`config.mk`:
```
export PLATFORM = sky130hd
export DESIGN_NAME = keypad_scan_rx
export DESIGN_NICKNAME = d
export VERILOG_FILES = /design/src/rtl/calc_pkg.sv /design/src/rtl/sync2.sv /design/src/rtl/keypad_scan_rx.sv
export SDC_FILE = /design/constraint.sdc
export NUM_CORES = 1
export LEC_CHECK = 0
export ABC_AREA = 0
export CORE_MARGIN = 5
export CORE_UTILIZATION = 50
export CTS_CLUSTER_DIAMETER = 30
export DETAILED_ROUTE_END_ITERATION = 16
export GPL_TIMING_DRIVEN = 0
export PLACE_DENSITY = 0.83
export SETUP_SLACK_MARGIN = 0.5
export SYNTH_ARGS = -nofsm -noshare
export SYNTH_HDL_FRONTEND = slang
export SYNTH_SLANG_ARGS = --single-unit
```
`constraint.sdc`:
```
create_clock -name clk_12MHz -period 2.7 [get_ports clk_12MHz]
set_input_delay 0.54 -clock clk_12MHz [delete_from_list [all_inputs] [get_ports clk_12MHz]]
set_output_delay 0.54 -clock clk_12MHz [all_outputs]
set_load 0.03 [all_outputs]
```
`src/rtl/calc_pkg.sv`:
```
// calc_pkg: scanner state encoding, key code width and calculator key codes.
package calc_pkg;
  typedef enum logic [1:0] {SCAN, DEBOUNCE, PRESSED} state_t;
  localparam int KEY_W = 4;
  localparam logic [KEY_W-1:0] KEY_0 = 4'd0;
  localparam logic [KEY_W-1:0] KEY_1 = 4'd1;
  localparam logic [KEY_W-1:0] KEY_2 = 4'd2;
  localparam logic [KEY_W-1:0] KEY_3 = 4'd3;
  localparam logic [KEY_W-1:0] KEY_4 = 4'd4;
  localparam logic [KEY_W-1:0] KEY_5 = 4'd5;
  localparam logic [KEY_W-1:0] KEY_6 = 4'd6;
  localparam logic [KEY_W-1:0] KEY_7 = 4'd7;
  localparam logic [KEY_W-1:0] KEY_8 = 4'd8;
  localparam logic [KEY_W-1:0] KEY_9 = 4'd9;
  localparam logic [KEY_W-1:0] KEY_ADD = 4'd10;
  localparam logic [KEY_W-1:0] KEY_SUB = 4'd11;
  localparam logic [KEY_W-1:0] KEY_MUL = 4'd12;
  localparam logic [KEY_W-1:0] KEY_DIV = 4'd13;
  localparam logic [KEY_W-1:0] KEY_EQ = 4'd14;
  localparam logic [KEY_W-1:0] KEY_CLR = 4'd15;
  // index of the lowest zero bit; serves both row_n decode and column priority
  function automatic logic [1:0] low_idx(input logic [3:0] v);
    return !v[0] ? 2'd0 : !v[1] ? 2'd1 : !v[2] ? 2'd2 : 2'd3;
  endfunction
endpackage

```
`src/rtl/sync2.sv`:
```
// sync2: two-flop synchronizer for asynchronous inputs, synchronous active-low reset.
module sync2 #(
  parameter int W = 1,
  parameter logic [W-1:0] INIT = '1
) (
  input  logic         clk,
  input  logic         rst_n,
  input  logic [W-1:0] d,
  output logic [W-1:0] q
);
  logic [W-1:0] m;
  always_ff @(posedge clk)
    if (!rst_n) {q, m} <= {INIT, INIT};
    else {q, m} <= {m, d};
endmodule

```
`src/rtl/keypad_scan_rx.sv`:
```
// keypad_scan_rx: 4x4 active-low keypad scanner/debouncer emitting one key_valid per press.
// Define KEYPAD_REPEAT_EN to add auto-repeat while a key stays held.
module keypad_scan_rx
  import calc_pkg::*;
#(
  parameter int DEBOUNCE_TICKS = 20,
  parameter int CNT_W = 10
`ifdef KEYPAD_REPEAT_EN
  ,
  parameter int REPEAT_DELAY = 500,
  parameter int REPEAT_RATE = 100
`endif
) (
  input  logic             clk_12MHz,
  input  logic             rst_n,
  input  logic             tick,
  input  logic [3:0]       col_n,
  output logic [3:0]       row_n,
  output logic [KEY_W-1:0] key_code,
  output logic             key_valid,
  output logic             key_held
);
  logic [3:0] col_s, row_adv;
  state_t state;
  logic [CNT_W-1:0] cnt, cnt_inc;
  logic [KEY_W-1:0] cand, code;
  logic hit, cand_hit, db_done;
`ifdef KEYPAD_REPEAT_EN
  logic [CNT_W-1:0] rep;
  logic rep_on;
`endif
  sync2 #(.W(4)) u_sync (.clk(clk_12MHz), .rst_n(rst_n), .d(col_n), .q(col_s));
  always_comb begin
    hit = ~&col_s;
    code = {low_idx(row_n), low_idx(col_s)};
    cand_hit = ~col_s[cand[1:0]];
    cnt_inc = cnt + 1'b1;
    db_done = cnt_inc == CNT_W'(DEBOUNCE_TICKS);
    row_adv = {row_n[2:0], row_n[3]};
  end
  always_ff @(posedge clk_12MHz) begin
    if (!rst_n) begin
      state <= SCAN;
      cnt <= '0;
      cand <= '0;
      row_n <= 4'b1110;
      key_code <= '0;
      key_valid <= 1'b0;
      key_held <= 1'b0;
`ifdef KEYPAD_REPEAT_EN
      rep <= '0;
      rep_on <= 1'b0;
`endif
    end else begin
      key_valid <= 1'b0;
      if (tick)
        case (state)
          // SCAN always holds cnt=0, so db_done here means a one-tick debounce
          SCAN, DEBOUNCE:
            if (hit && (state == SCAN || code == cand)) begin
              cand <= code;
              if (db_done) begin
                key_code <= code;
                key_valid <= 1'b1;
                key_held <= 1'b1;
                cnt <= '0;
                state <= PRESSED;
              end else begin
                cnt <= cnt_inc;
                state <= DEBOUNCE;
              end
            end else begin
              cnt <= '0;
              state <= SCAN;
              row_n <= row_adv;
            end
          PRESSED:
            if (cand_hit) begin
              cnt <= '0;
`ifdef KEYPAD_REPEAT_EN
              if (rep + 1'b1 == CNT_W'(rep_on ? REPEAT_RATE : REPEAT_DELAY)) begin
                key_valid <= 1'b1;
                rep <= '0;
                rep_on <= 1'b1;
              end else rep <= rep + 1'b1;
`endif
            end else begin
`ifdef KEYPAD_REPEAT_EN
              rep <= '0;
              rep_on <= 1'b0;
`endif
              if (db_done) begin
                key_held <= 1'b0;
                cnt <= '0;
                state <= SCAN;
              end else cnt <= cnt_inc;
            end
          default: state <= SCAN;
        endcase
    end
  end
endmodule
```
### Word-level counts from Yosys, hierarchy flattened

Cells that the tools add are included.

* memory bits (read-only): 0
* latch bits: 0
* output and inout bits: 10
* memories: 0
* logic and storage cells: 57
* bits of input ports: 7
* bits in writable memories: 0
* bits in registers: 34

* bitwise logic cells: 1
* add/sub/neg operators: 1
* shift-type cells: 0
* mux-type cells: 23
* divide/modulo/power cells: 0
* multipliers: 0
* reductions and logical operators: 14
* order comparisons: 1
* equal/unequal tests: 8

Operator list (number)
* $mux 10: 3
* $pmux 10 s2: 1
* $mux 2: 8
* $reduce_and 4->1: 3
* $add 10x1->10 const B: 1
* $eq 10x5->1 const B: 1
* $reduce_and 3->1: 3
* $mux 1: 8
* $ne 2x2->1 const B: 4
* $reduce_and 6->1: 1
* $eq 4x4->1: 1
* $pmux 2 s2: 1
* $lt 2x3->1 const B: 1
* $bmux 1 s2: 1
* $eq 2x1->1 const B: 1
* $eq 2x2->1 const B: 1
* $logic_not 2->1: 1
* $pmux 1 s2: 1
* $reduce_and 2->1: 1
* $reduce_bool 2->1: 1
* $reduce_or 2->1: 1
* $logic_and 1x1->1: 1
* $logic_not 1->1: 1
* $logic_or 1x1->1: 1
* $not 1->1: 1

### Logic depth before layout (Yosys ltp)

Gate-level depths: netlist (run 1).

* depth after elaboration: 8
* gate-level depth with buffers: 7
* mapped depth without buffers: 6

### Hierarchy

Synthesis (run 1) repeated with hierarchy kept, for this count alone.

* cells, all modules: 204
* area total of the unflattened synthesis: 1680.4 µm²

Modules (own cells, without submodules)
* keypad_scan_rx: seq. area each 520.5 µm², area an instance 1470.2 µm², instances 1, cells an instance 188
* sync2: seq. area each 160.2 µm², area an instance 210.2 µm², instances 1, cells an instance 16

### Worst setup path after synthesis (run 1)

No wires, ideal clock.

* kind: flip-flop to flip-flop
* start point: register row_n[1]
* end point: register key_held
* required time: 2.640 ns
* cell stages (with the launch flop): 7
* library setup time: 0.060 ns
* buffers on the path: 0
* period minus slack after synthesis: 2.187 ns
* setup slack: 0.513 ns
* data arrival time: 2.127 ns
* cell sequence: dfxtp_1 -> nand2b_1 -> and3b_1 -> or4b_4 -> o21a_4 -> nor3_4 -> o221a_1

* longest elaborated chain between the ends: 7

Ends and longest elaborated chain
* start: declaration: line keypad_scan_rx.sv:18 `output logic [3:0] row_n,`
* start signal: assignment: line keypad_scan_rx.sv:75 `row_n <= row_adv;`
* $mux 2 (2 in a row): line calc_pkg.sv:23 `return !v[0] ? 2'd0 : !v[1] ? 2'd1 : !v[2] ? 2'd2 : 2'd3;`
* $eq 4x4->1: line keypad_scan_rx.sv:60 `if (hit && (state == SCAN || code == cand)) begin`
* $logic_or 1x1->1: line keypad_scan_rx.sv:60
* $logic_and 1x1->1: line keypad_scan_rx.sv:60
* $ne 2x2->1 (no line)
* $reduce_and 6->1 (no line)
* end signal: assignment: line keypad_scan_rx.sv:49 `key_held <= 1'b0;`
* end signal: assignment: line keypad_scan_rx.sv:65 `key_held <= 1'b1;`
* end signal: assignment: line keypad_scan_rx.sv:93 `key_held <= 1'b0;`
* end: declaration: line keypad_scan_rx.sv:21 `output logic key_held`

Every way passes these cells.
A chain may end at the register's enable or synchronous reset.

### Final worst setup path (run 1)

* start point: register row_n[0]
* end point: output port row_n[0]

No word-level cell between the ends.

==> flow_summary.html, run 1 <==
<table>
<tr><th>Metric</th><th>Value</th></tr>
<tr><th colspan="2">Clocking</th></tr>
<tr><td>Worst skew pair latency</td><td>350 ps</td></tr>
<tr><td>Clock tree buffer depth</td><td>2</td></tr>
<tr><td>Inserted Clock Buffers</td><td>5</td></tr>
<tr><td>Clock sinks</td><td>34</td></tr>
<tr><td>Clock tree from TritonCTS</td><td>yes</td></tr>
<tr><td>H-tree lvl count</td><td>2</td></tr>
<tr><td>Clk Tree Root Cell</td><td>sky130_fd_sc_hd__clkbuf_4</td></tr>
<tr><td>Clock transition at the registers of the reported paths</td><td>110 ps</td></tr>
<tr><th colspan="2">Place</th></tr>
<tr><td>Place WS</td><td>466.6 ps</td></tr>
<tr><td>Detailed placer's ending HPWL</td><td>2398 µm</td></tr>
<tr><td>Placed Area</td><td>1878 µm²</td></tr>
<tr><td>Last weighted congestion value of the routability-driven placer</td><td>0.8421</td></tr>
<tr><td>IO Port Bufs</td><td>16</td></tr>
<tr><td>Post-placement cell count</td><td>257</td></tr>
<tr><th colspan="2">Cells and area</th></tr>
<tr><td>Antenna fix cells</td><td>0</td></tr>
<tr><td>Fill cell total of the finished layout</td><td>297</td></tr>
<tr><td>Area added between synthesis and finish</td><td>21.70%</td></tr>
<tr><td>Utilization of the core after routing</td><td>0.6152</td></tr>
<tr><td>Post-route design area</td><td>2021 µm²</td></tr>
<tr><td>Final-stage net count</td><td>229</td></tr>
<tr><td>Layout cells sized above 1</td><td>0.1441</td></tr>
<tr><td>Non-filler cells, final</td><td>268</td></tr>
<tr><th colspan="2">Logic synthesis</th></tr>
<tr><td>Number of storage elements in the synthesis netlist</td><td>34</td></tr>
<tr><td>Number of synthesized flops with an enable pin</td><td>0</td></tr>
<tr><td>Cell accounting for the most synthesized area</td><td>sky130_fd_sc_hd__dfxtp_1</td></tr>
<tr><td>Fraction of post-synthesis cell area in the top cell type by area</td><td>0.4099</td></tr>
<tr><td>Fraction of synthesis flops using an asynchronous set or reset pin</td><td>0</td></tr>
<tr><td>Synthesized net count</td><td>203</td></tr>
<tr><td>Count of unique library cells instantiated by Yosys</td><td>44</td></tr>
<tr><td>Cell count after synthesis</td><td>195</td></tr>
<tr><td>Sequential element share of the synthesized area</td><td>0.4099</td></tr>
<tr><td>Main area contributors after synthesis</td><td>sky130_fd_sc_hd__dfxtp_1 41%, sky130_fd_sc_hd__nand2_1 7.7%, sky130_fd_sc_hd__mux2i_1 5.4%</td></tr>
<tr><td>Ys Warns</td><td>0</td></tr>
<tr><td>Ys flop type</td><td>sky130_fd_sc_hd__dfxtp_1</td></tr>
<tr><td>Average instance area after synthesis</td><td>8.515 µm²</td></tr>
<tr><td>Syn Std Cell Area</td><td>1660 µm²</td></tr>
<tr><td>Top cells by count, synth</td><td>34 x sky130_fd_sc_hd__dfxtp_1, 34 x sky130_fd_sc_hd__nand2_1, 16 x sky130_fd_sc_hd__nand3_1, 10 x sky130_fd_sc_hd__nand2b_1</td></tr>
<tr><th colspan="2">Power</th></tr>
<tr><td>Power Density</td><td>528.9 nW/µm²</td></tr>
<tr><td>Maximum VDD drop</td><td>0.0003829 V</td></tr>
<tr><td>Static leakage power</td><td>0.7152 nW</td></tr>
<tr><th colspan="2">Routing</th></tr>
<tr><td>Remaining DRCs</td><td>0</td></tr>
<tr><td>Number of vias after detailed routing</td><td>1466</td></tr>
<tr><td>Number of optimization iterations in the first detailed-route pass</td><td>4</td></tr>
<tr><td>Post-DR vias/cell</td><td>5.470</td></tr>
<tr><td>Avg WL per Cell</td><td>13.49 µm</td></tr>
<tr><td>ANT nets after route</td><td>0</td></tr>
<tr><td>1st-iter DRT viols</td><td>123</td></tr>
<tr><td>Routed wire length</td><td>3615 µm</td></tr>
<tr><th colspan="2">Floorplanning</th></tr>
<tr><td>Area of the core</td><td>3284 µm²</td></tr>
<tr><td>Vertical die dimension</td><td>67.63 µm</td></tr>
<tr><td>Number of ports placed on the die boundary</td><td>17</td></tr>
<tr><td>Effective utilization at floorplan</td><td>0.5055</td></tr>
<tr><td>Width of the die</td><td>67.63 µm</td></tr>
<tr><td>Placement Rows</td><td>21</td></tr>
<tr><td>Full die area</td><td>4573 µm²</td></tr>
<tr><th colspan="2">Global route</th></tr>
<tr><td>Global Route met3 Usage</td><td>0.05491</td></tr>
<tr><td>Most heavily used metal layer in global routing</td><td>met2</td></tr>
<tr><td>Pin count of the biggest net entering global routing</td><td>13</td></tr>
<tr><td>Global-route wire length before repair</td><td>6285 µm</td></tr>
<tr><td>Global routing usage on met1</td><td>0.2495</td></tr>
<tr><td>Total gr overflow</td><td>0</td></tr>
<tr><td>Combined global-route utilization of all metal layers</td><td>0.1854</td></tr>
<tr><td>Met2 Resource Use GR</td><td>0.2758</td></tr>
<tr><td>Number of antenna violations at the first check in global routing</td><td>0</td></tr>
<tr><td>Number of global-route vias before repair</td><td>1317</td></tr>
<tr><th colspan="2">Worst setup path</th></tr>
<tr><td>WP buf/inv</td><td>1</td></tr>
<tr><td>WS Path Type</td><td>register to primary output</td></tr>
<tr><td>Delay contributed by the slowest stage of the critical path</td><td>700 ps</td></tr>
<tr><td>Critical path fanouts, max</td><td>8</td></tr>
<tr><td>Crit end category</td><td>primary output</td></tr>
<tr><td>Top cell family by delay on the critical path</td><td>buffers and inverters</td></tr>
<tr><td>Arrival time worst endpoint</td><td>1480 ps</td></tr>
<tr><td>Required arrival time at the worst endpoint</td><td>2160 ps</td></tr>
<tr><td>Register-to-register path setup slack</td><td>680 ps</td></tr>
<tr><td>Worst path cell trace</td><td>clkdlybuf4s50_1</td></tr>
<tr><td>Crit path max-delay cell type</td><td>sky130_fd_sc_hd__clkdlybuf4s50_1</td></tr>
<tr><td>CP Launch Type</td><td>register</td></tr>
<tr><th colspan="2">STA</th></tr>
<tr><td>Part of the cycle the worst path needs</td><td>0.7493</td></tr>
<tr><td>Max Fclk</td><td>494.3 MHz</td></tr>
<tr><td>Crit path setup slack, layout</td><td>676.8 ps</td></tr>
<tr><td>RSZ-0062 raised after global routing</td><td>false</td></tr>
<tr><td>Least-Margin Pin Slew</td><td>521.9 ps</td></tr>
<tr><td>Number of pins exceeding their max-slew limit in the final report</td><td>0</td></tr>
<tr><td>Final Hold Vio Count</td><td>0</td></tr>
<tr><td>Sum of negative setup slack</td><td>0 ps</td></tr>
<tr><td>Clock Skew</td><td>9.955 ps</td></tr>
<tr><td>Post-route minimum period</td><td>2023 ps</td></tr>
<tr><td>Headroom to the max-slew limit</td><td>0.6489</td></tr>
<tr><td>Setup Viol. Count Final</td><td>0</td></tr>
<tr><th colspan="2">Outcome</th></tr>
<tr><td>Run status</td><td>completed</td></tr>
<tr><th colspan="2">Job</th></tr>
<tr><td>Max-cap violation count</td><td>0</td></tr>
<tr><th colspan="2">Worst hold path</th></tr>
<tr><td>Tightest Hold Check Type</td><td>register to register</td></tr>
</table>
[per-stage QoR]
step / hold WS, ps / power, mW
2_1_floorplan: 386.3 / 0.6411
3_3_place_gp: 389.1 / 0.6806
3_5_place_dp: 390.9 / 0.6836
4_1_cts: 418.3 / 1.065
5_1_grt: 436.1 / 1.113
6_report: 417.6 / 1.069
[where the power goes]
group          internal [mW]  leakage, nW  switching (mW)  total (mW)
Sequential             0.518        0.277          0.0166       0.535
Combinational         0.0647        0.401          0.0840       0.149
Clock                  0.194       0.0374           0.191       0.385
[final timing paths]
check / start / endpoint / depth (start not counted)
max: row_n[0] / row_n[0] / 1
min: u_sync.m[1] / u_sync.q[1] / 1
max reg2reg: row_n[2] / key_code[3] / 7
min reg2reg: u_sync.m[1] / u_sync.q[1] / 1
[cell usage in the layout, fill, tap and decap left out, types with 2 or more instances in the layout]
cell type                          n
sky130_fd_sc_hd__nor2_1            7
sky130_fd_sc_hd__clkbuf_1          3
sky130_fd_sc_hd__o21ai_1           2
sky130_fd_sc_hd__nand2_1          34
sky130_fd_sc_hd__nand3_1          16
sky130_fd_sc_hd__o21ai_0           6
sky130_fd_sc_hd__nand2b_1          9
sky130_fd_sc_hd__or3_1             3
sky130_fd_sc_hd__or2_2             3
sky130_fd_sc_hd__clkbuf_4          5
sky130_fd_sc_hd__xor2_1            2
sky130_fd_sc_hd__dfxtp_2           3
sky130_fd_sc_hd__and2_1            2
sky130_fd_sc_hd__inv_1             4
sky130_fd_sc_hd__mux2i_1           9
sky130_fd_sc_hd__buf_4             4
sky130_fd_sc_hd__a21boi_0          2
sky130_fd_sc_hd__clkdlybuf4s50_1  16
sky130_fd_sc_hd__nand4_1           5
sky130_fd_sc_hd__a31oi_1           7
sky130_fd_sc_hd__dfxtp_1          30
sky130_fd_sc_hd__clkinvlp_4        2
sky130_fd_sc_hd__nor3_1            7
sky130_fd_sc_hd__a21oi_1           9
sky130_fd_sc_hd__nor4_1            2
[metal layers]
metal	vias up	wire length (µm)	part of all wire
li1	746	-	-
met1	667	1661	0.46
met2	46	1664	0.46
met3	7	223	0.062
met4	0	65	0.018
met5	-	0	0
[flip-flops by register name, summed over array words and instances, names as in the netlist]
register,count
row_n,4
key_valid,1
u_sync.m,4
cand,4
key_code,4
state,2
u_sync.q,4
key_held,1
cnt,10
[kinds of logic after synthesis]
| kind of cell | share of synthesized area |
|---|---|
| fa+ha+maj | 0.007535 |
| buf+inv | 0.04219 |
| xor+xnor | 0.01055 |
| compound gates | 0.1379 |
| simple gates | 0.3240 |
| mux | 0.06782 |
| flops | 0.4099 |
[cell type report]
class	count	area, µm²	area share
clock inverters	3	45.04	0.02229
multi-input cells	149	927.1	0.4588
inverters	5	18.77	0.009288
plain buffers	7	51.30	0.02539
clock buffers	5	37.54	0.01858
well taps	46	57.56	0.02848
repair buffers	19	195.2	0.09659
flip-flops and latches	34	688.2	0.3406
[what timing repair did]
| item | CTS | global route |
|---|---|---|
| gates resized for setup | 1 | 10 |
| endpoints found under the setup margin | 13 | 24 |
| setup buffers | 2 | 1 |
| hold buffers | 0 | 0 |
| pin swaps | 2 | 3 |
Power figures use the tool's default switching activity.
==> run 2: changes to the inputs <==
==> constraint.sdc (replaced) <==
create_clock -name clk_12MHz -period 2.1 [get_ports clk_12MHz]
set_input_delay 0.42 -clock clk_12MHz [delete_from_list [all_inputs] [get_ports clk_12MHz]]
set_output_delay 0.42 -clock clk_12MHz [all_outputs]
set_load 0.03 [all_outputs]
==> flow_summary.html, run 2 (same netlist as run 1, synthesis figures left out) <==
<table>
<tr><th>Metric</th><th>Value</th></tr>
<tr><th colspan="2">Outcome</th></tr>
<tr><td>Run status</td><td>completed</td></tr>
<tr><th colspan="2">Clocking</th></tr>
<tr><td>Clock transition at the registers of the reported paths</td><td>120 ps (about the same)</td></tr>
<tr><td>Count of hold buffers inserted by post-cts repair</td><td>0 (unchanged)</td></tr>
<tr><td>Clock tree from TritonCTS</td><td>yes</td></tr>
<tr><td>H-tree lvl count</td><td>2 (unchanged)</td></tr>
<tr><td>Clock tree buffer depth</td><td>2 (unchanged)</td></tr>
<tr><td>Clock sinks</td><td>34 (unchanged)</td></tr>
<tr><td>Inserted Clock Buffers</td><td>5 (unchanged)</td></tr>
<tr><td>Clk Tree Root Cell</td><td>sky130_fd_sc_hd__clkbuf_4</td></tr>
<tr><td>Worst skew pair latency</td><td>350 ps (about the same)</td></tr>
<tr><th colspan="2">STA</th></tr>
<tr><td>Final Hold Vio Count</td><td>0 (unchanged)</td></tr>
<tr><td>Max Fclk</td><td>481.2 MHz</td></tr>
<tr><td>Clock Skew</td><td>15.12 ps (+5.168 ps)</td></tr>
<tr><td>Least-Margin Pin Slew</td><td>530.8 ps (+8.827 ps)</td></tr>
<tr><td>Part of the cycle the worst path needs</td><td>0.9896</td></tr>
<tr><td>WHS</td><td>418.5 ps (+0.9100 ps)</td></tr>
<tr><td>Number of pins exceeding their max-slew limit in the final report</td><td>0 (unchanged)</td></tr>
<tr><td>Setup Viol. Count Final</td><td>0 (unchanged)</td></tr>
<tr><td>Post-route minimum period</td><td>2078 ps</td></tr>
<tr><td>Headroom to the max-slew limit</td><td>0.6462 (-0.002763)</td></tr>
<tr><td>RSZ-0062 raised after global routing</td><td>true</td></tr>
<tr><th colspan="2">Worst hold path</th></tr>
<tr><td>Worst min-delay path endpoint</td><td>u_sync.q[3]</td></tr>
<tr><td>Min-Delay Path Depth</td><td>1 (unchanged)</td></tr>
<tr><td>Startpoint of the tightest hold check path</td><td>u_sync.m[3]</td></tr>
<tr><td>Tightest Hold Check Type</td><td>register to register</td></tr>
<tr><th colspan="2">Cells and area</th></tr>
<tr><td>Fill cell total of the finished layout</td><td>252 (-15%)</td></tr>
<tr><td>Layout cells sized above 1</td><td>0.2554 (+0.1113)</td></tr>
<tr><td>Final-stage net count</td><td>238 (+3.9%)</td></tr>
<tr><td>Area added between synthesis and finish</td><td>30.90%</td></tr>
<tr><td>Antenna fix cells</td><td>0 (unchanged)</td></tr>
<tr><td>Non-filler cells, final</td><td>277 (+3.4%)</td></tr>
<tr><td>Most common cell after layout, fill and taps aside</td><td>sky130_fd_sc_hd__nand2_1</td></tr>
<tr><td>Top register by number of flip-flops</td><td>cnt</td></tr>
<tr><td>Number of flip-flops in the largest register</td><td>10 (unchanged)</td></tr>
<tr><td>Most used cells in the layout excluding fill and tap cells</td><td>34 x sky130_fd_sc_hd__nand2_1, 24 x sky130_fd_sc_hd__dfxtp_1, 13 x sky130_fd_sc_hd__nand3_1</td></tr>
<tr><th colspan="2">Power</th></tr>
<tr><td>Static leakage power</td><td>0.8142 nW (+14%)</td></tr>
<tr><td>Power Density</td><td>711.1 nW/µm² (+34%)</td></tr>
<tr><td>Maximum VDD drop</td><td>0.0003769 V (-1.6%)</td></tr>
<tr><th colspan="2">Floorplanning</th></tr>
<tr><td>Placement Rows</td><td>21 (unchanged)</td></tr>
<tr><td>Area of the core</td><td>3284 µm² (unchanged)</td></tr>
<tr><td>Full die area</td><td>4573 µm² (unchanged)</td></tr>
<tr><td>Vertical die dimension</td><td>67.63 µm (unchanged)</td></tr>
<tr><td>Number of ports placed on the die boundary</td><td>17 (unchanged)</td></tr>
<tr><td>Width of the die</td><td>67.63 µm (unchanged)</td></tr>
<tr><td>Effective utilization at floorplan</td><td>0.5055 (unchanged)</td></tr>
<tr><th colspan="2">Worst setup path</th></tr>
<tr><td>Top cell family by delay on the critical path</td><td>simple AND/OR/NAND/NOR gates</td></tr>
<tr><td>Delay contributed by the slowest stage of the critical path</td><td>530 ps (-170 ps)</td></tr>
<tr><td>End of the worst register-to-register path</td><td>key_code[3]</td></tr>
<tr><td>WS Path Type</td><td>register to register</td></tr>
<tr><td>Number of cells on the worst reg-to-reg path</td><td>7 (unchanged)</td></tr>
<tr><td>Worst path cell trace</td><td>nand2b_4, and3b_1, or4b_4, o21a_4, nor3_4, buf_12, mux2i_1</td></tr>
<tr><td>Register-to-register path setup slack</td><td>20 ps (-660 ps)</td></tr>
<tr><td>Crit path max-delay cell type</td><td>sky130_fd_sc_hd__or4b_4</td></tr>
<tr><td>CP Launch Type</td><td>register</td></tr>
<tr><td>Crit end category</td><td>register</td></tr>
<tr><td>Required arrival time at the worst endpoint</td><td>2390 ps (+230 ps)</td></tr>
<tr><td>CP Launch Point</td><td>row_n[2]</td></tr>
<tr><td>Critical path fanouts, max</td><td>7 (-1)</td></tr>
<tr><td>Arrival time worst endpoint</td><td>2360 ps (+880 ps)</td></tr>
<tr><td>WP buf/inv</td><td>1 (unchanged)</td></tr>
<tr><td>Worst R2R Start</td><td>row_n[2]</td></tr>
<tr><th colspan="2">Global route</th></tr>
<tr><td>Number of antenna violations at the first check in global routing</td><td>0 (unchanged)</td></tr>
<tr><td>Global-route wire length before repair</td><td>6644 µm (+5.7%)</td></tr>
<tr><td>Total gr overflow</td><td>0 (unchanged)</td></tr>
<tr><td>Most heavily used metal layer in global routing</td><td>met2</td></tr>
<tr><td>Global Route met3 Usage</td><td>0.04992 (-0.004992)</td></tr>
<tr><td>Global routing usage on met1</td><td>0.2460 (-0.003541)</td></tr>
<tr><td>Combined global-route utilization of all metal layers</td><td>0.1933 (+0.007838)</td></tr>
<tr><td>Pin count of the biggest net entering global routing</td><td>13 (unchanged)</td></tr>
<tr><td>Met2 Resource Use GR</td><td>0.3038 (+0.02795)</td></tr>
<tr><td>Number of global-route vias before repair</td><td>1477 (+12%)</td></tr>
<tr><th colspan="2">Routing</th></tr>
<tr><td>Routed wire length</td><td>4182 µm (+16%)</td></tr>
<tr><td>Avg WL per Cell</td><td>15.10 µm (+12%)</td></tr>
<tr><td>ANT nets after route</td><td>0 (unchanged)</td></tr>
<tr><td>Remaining DRCs</td><td>0 (unchanged)</td></tr>
<tr><td>Number of optimization iterations in the first detailed-route pass</td><td>4 (unchanged)</td></tr>
<tr><td>1st-iter DRT viols</td><td>154 (+25%)</td></tr>
<tr><td>Post-DR vias/cell</td><td>5.617 (+2.7%)</td></tr>
<tr><td>Number of vias after detailed routing</td><td>1556 (+6.1%)</td></tr>
<tr><th colspan="2">Place</th></tr>
<tr><td>IO Port Bufs</td><td>16 (unchanged)</td></tr>
<tr><td>Last weighted congestion value of the routability-driven placer</td><td>0.7941 (-5.7%)</td></tr>
<tr><td>Post-placement cell count</td><td>257 (unchanged)</td></tr>
<tr><td>Detailed placer's ending HPWL</td><td>2380 µm (-0.73%)</td></tr>
<tr><th colspan="2">Job</th></tr>
<tr><td>Max-cap violation count</td><td>0 (unchanged)</td></tr>
</table>
## run 2: cell count changes in the layout (fill, tap and decap cells not counted), moves of 3 or more
cell / change
sky130_fd_sc_hd__clkdlybuf4s50_1: -10
sky130_fd_sc_hd__dlygate4sd2_1: +7
sky130_fd_sc_hd__dfxtp_1: -6
sky130_fd_sc_hd__buf_4: +5
sky130_fd_sc_hd__buf_6: +4
sky130_fd_sc_hd__dfxtp_2: +4
sky130_fd_sc_hd__nand3_1: -3
sky130_fd_sc_hd__nand3_2: +3
sky130_fd_sc_hd__o21ai_0: -3
## run 2: layout make-up
class / count / area (µm²) / share of cell area
clock inverter: 3 / 68.82 / 0.03166
timing repair buffer: 28 / 255.2 / 0.1174
tap: 46 / 57.56 / 0.02648
inverter: 5 / 18.77 / 0.008636
clock buffer: 5 / 37.54 / 0.01727
buffer: 7 / 55.05 / 0.02533
sequential: 34 / 700.7 / 0.3224
multi-input combinational: 149 / 979.7 / 0.4508
## run 2: stage by stage
step	TNS [ps]	instance area [µm²]	power, mW	util	worst slack, ps
after floorplan	0	1680	0.8290	-	79.68
final	0	2173	1.545	0.6617	21.81
after CTS	0	2122	1.527	0.6461	81.13
after global placement	-668.0	1898	0.8812	0.5779	-104.0
after detailed placement	-959.6	1898	0.8836	0.5779	-143.8
after global routing	-54.06	2173	1.600	0.6617	-33.07
## run 2: report_power, final
group	switching, mW	internal, mW	total (mW)
clock	0.246	0.372	0.618
sequential	0.0216	0.665	0.687
combinational	0.134	0.107	0.240
## run 2: per-layer routing
| metal | vias up | routed length [µm] |
|---|---|---|
| met5 | - | 0 |
| met3 | 5 | 254 |
| met1 | 729 | 1813 |
| met4 | 0 | 54 |
| met2 | 61 | 2059 |
| li1 | 761 | - |
## run 2: worst max-delay path by stage
stage	to	depth (start not counted)	slack (ps)
3_5_place_dp	row_n[3]	6	-140
6_report	key_code[3]	7	20
4_1_cts	key_code[2]	7	80
2_1_floorplan	key_held	6	80
3_3_place_gp	key_held	6	-100
5_1_grt	cand[1]	6	-30
## run 2: timing repair
item                                    in CTS  in global routing
buffers inserted                             7                  4
pin swaps                                   10                  7
cloned                                       1                  0
endpoints found under the setup margin      36                 29
gates resized for setup                     30                 18
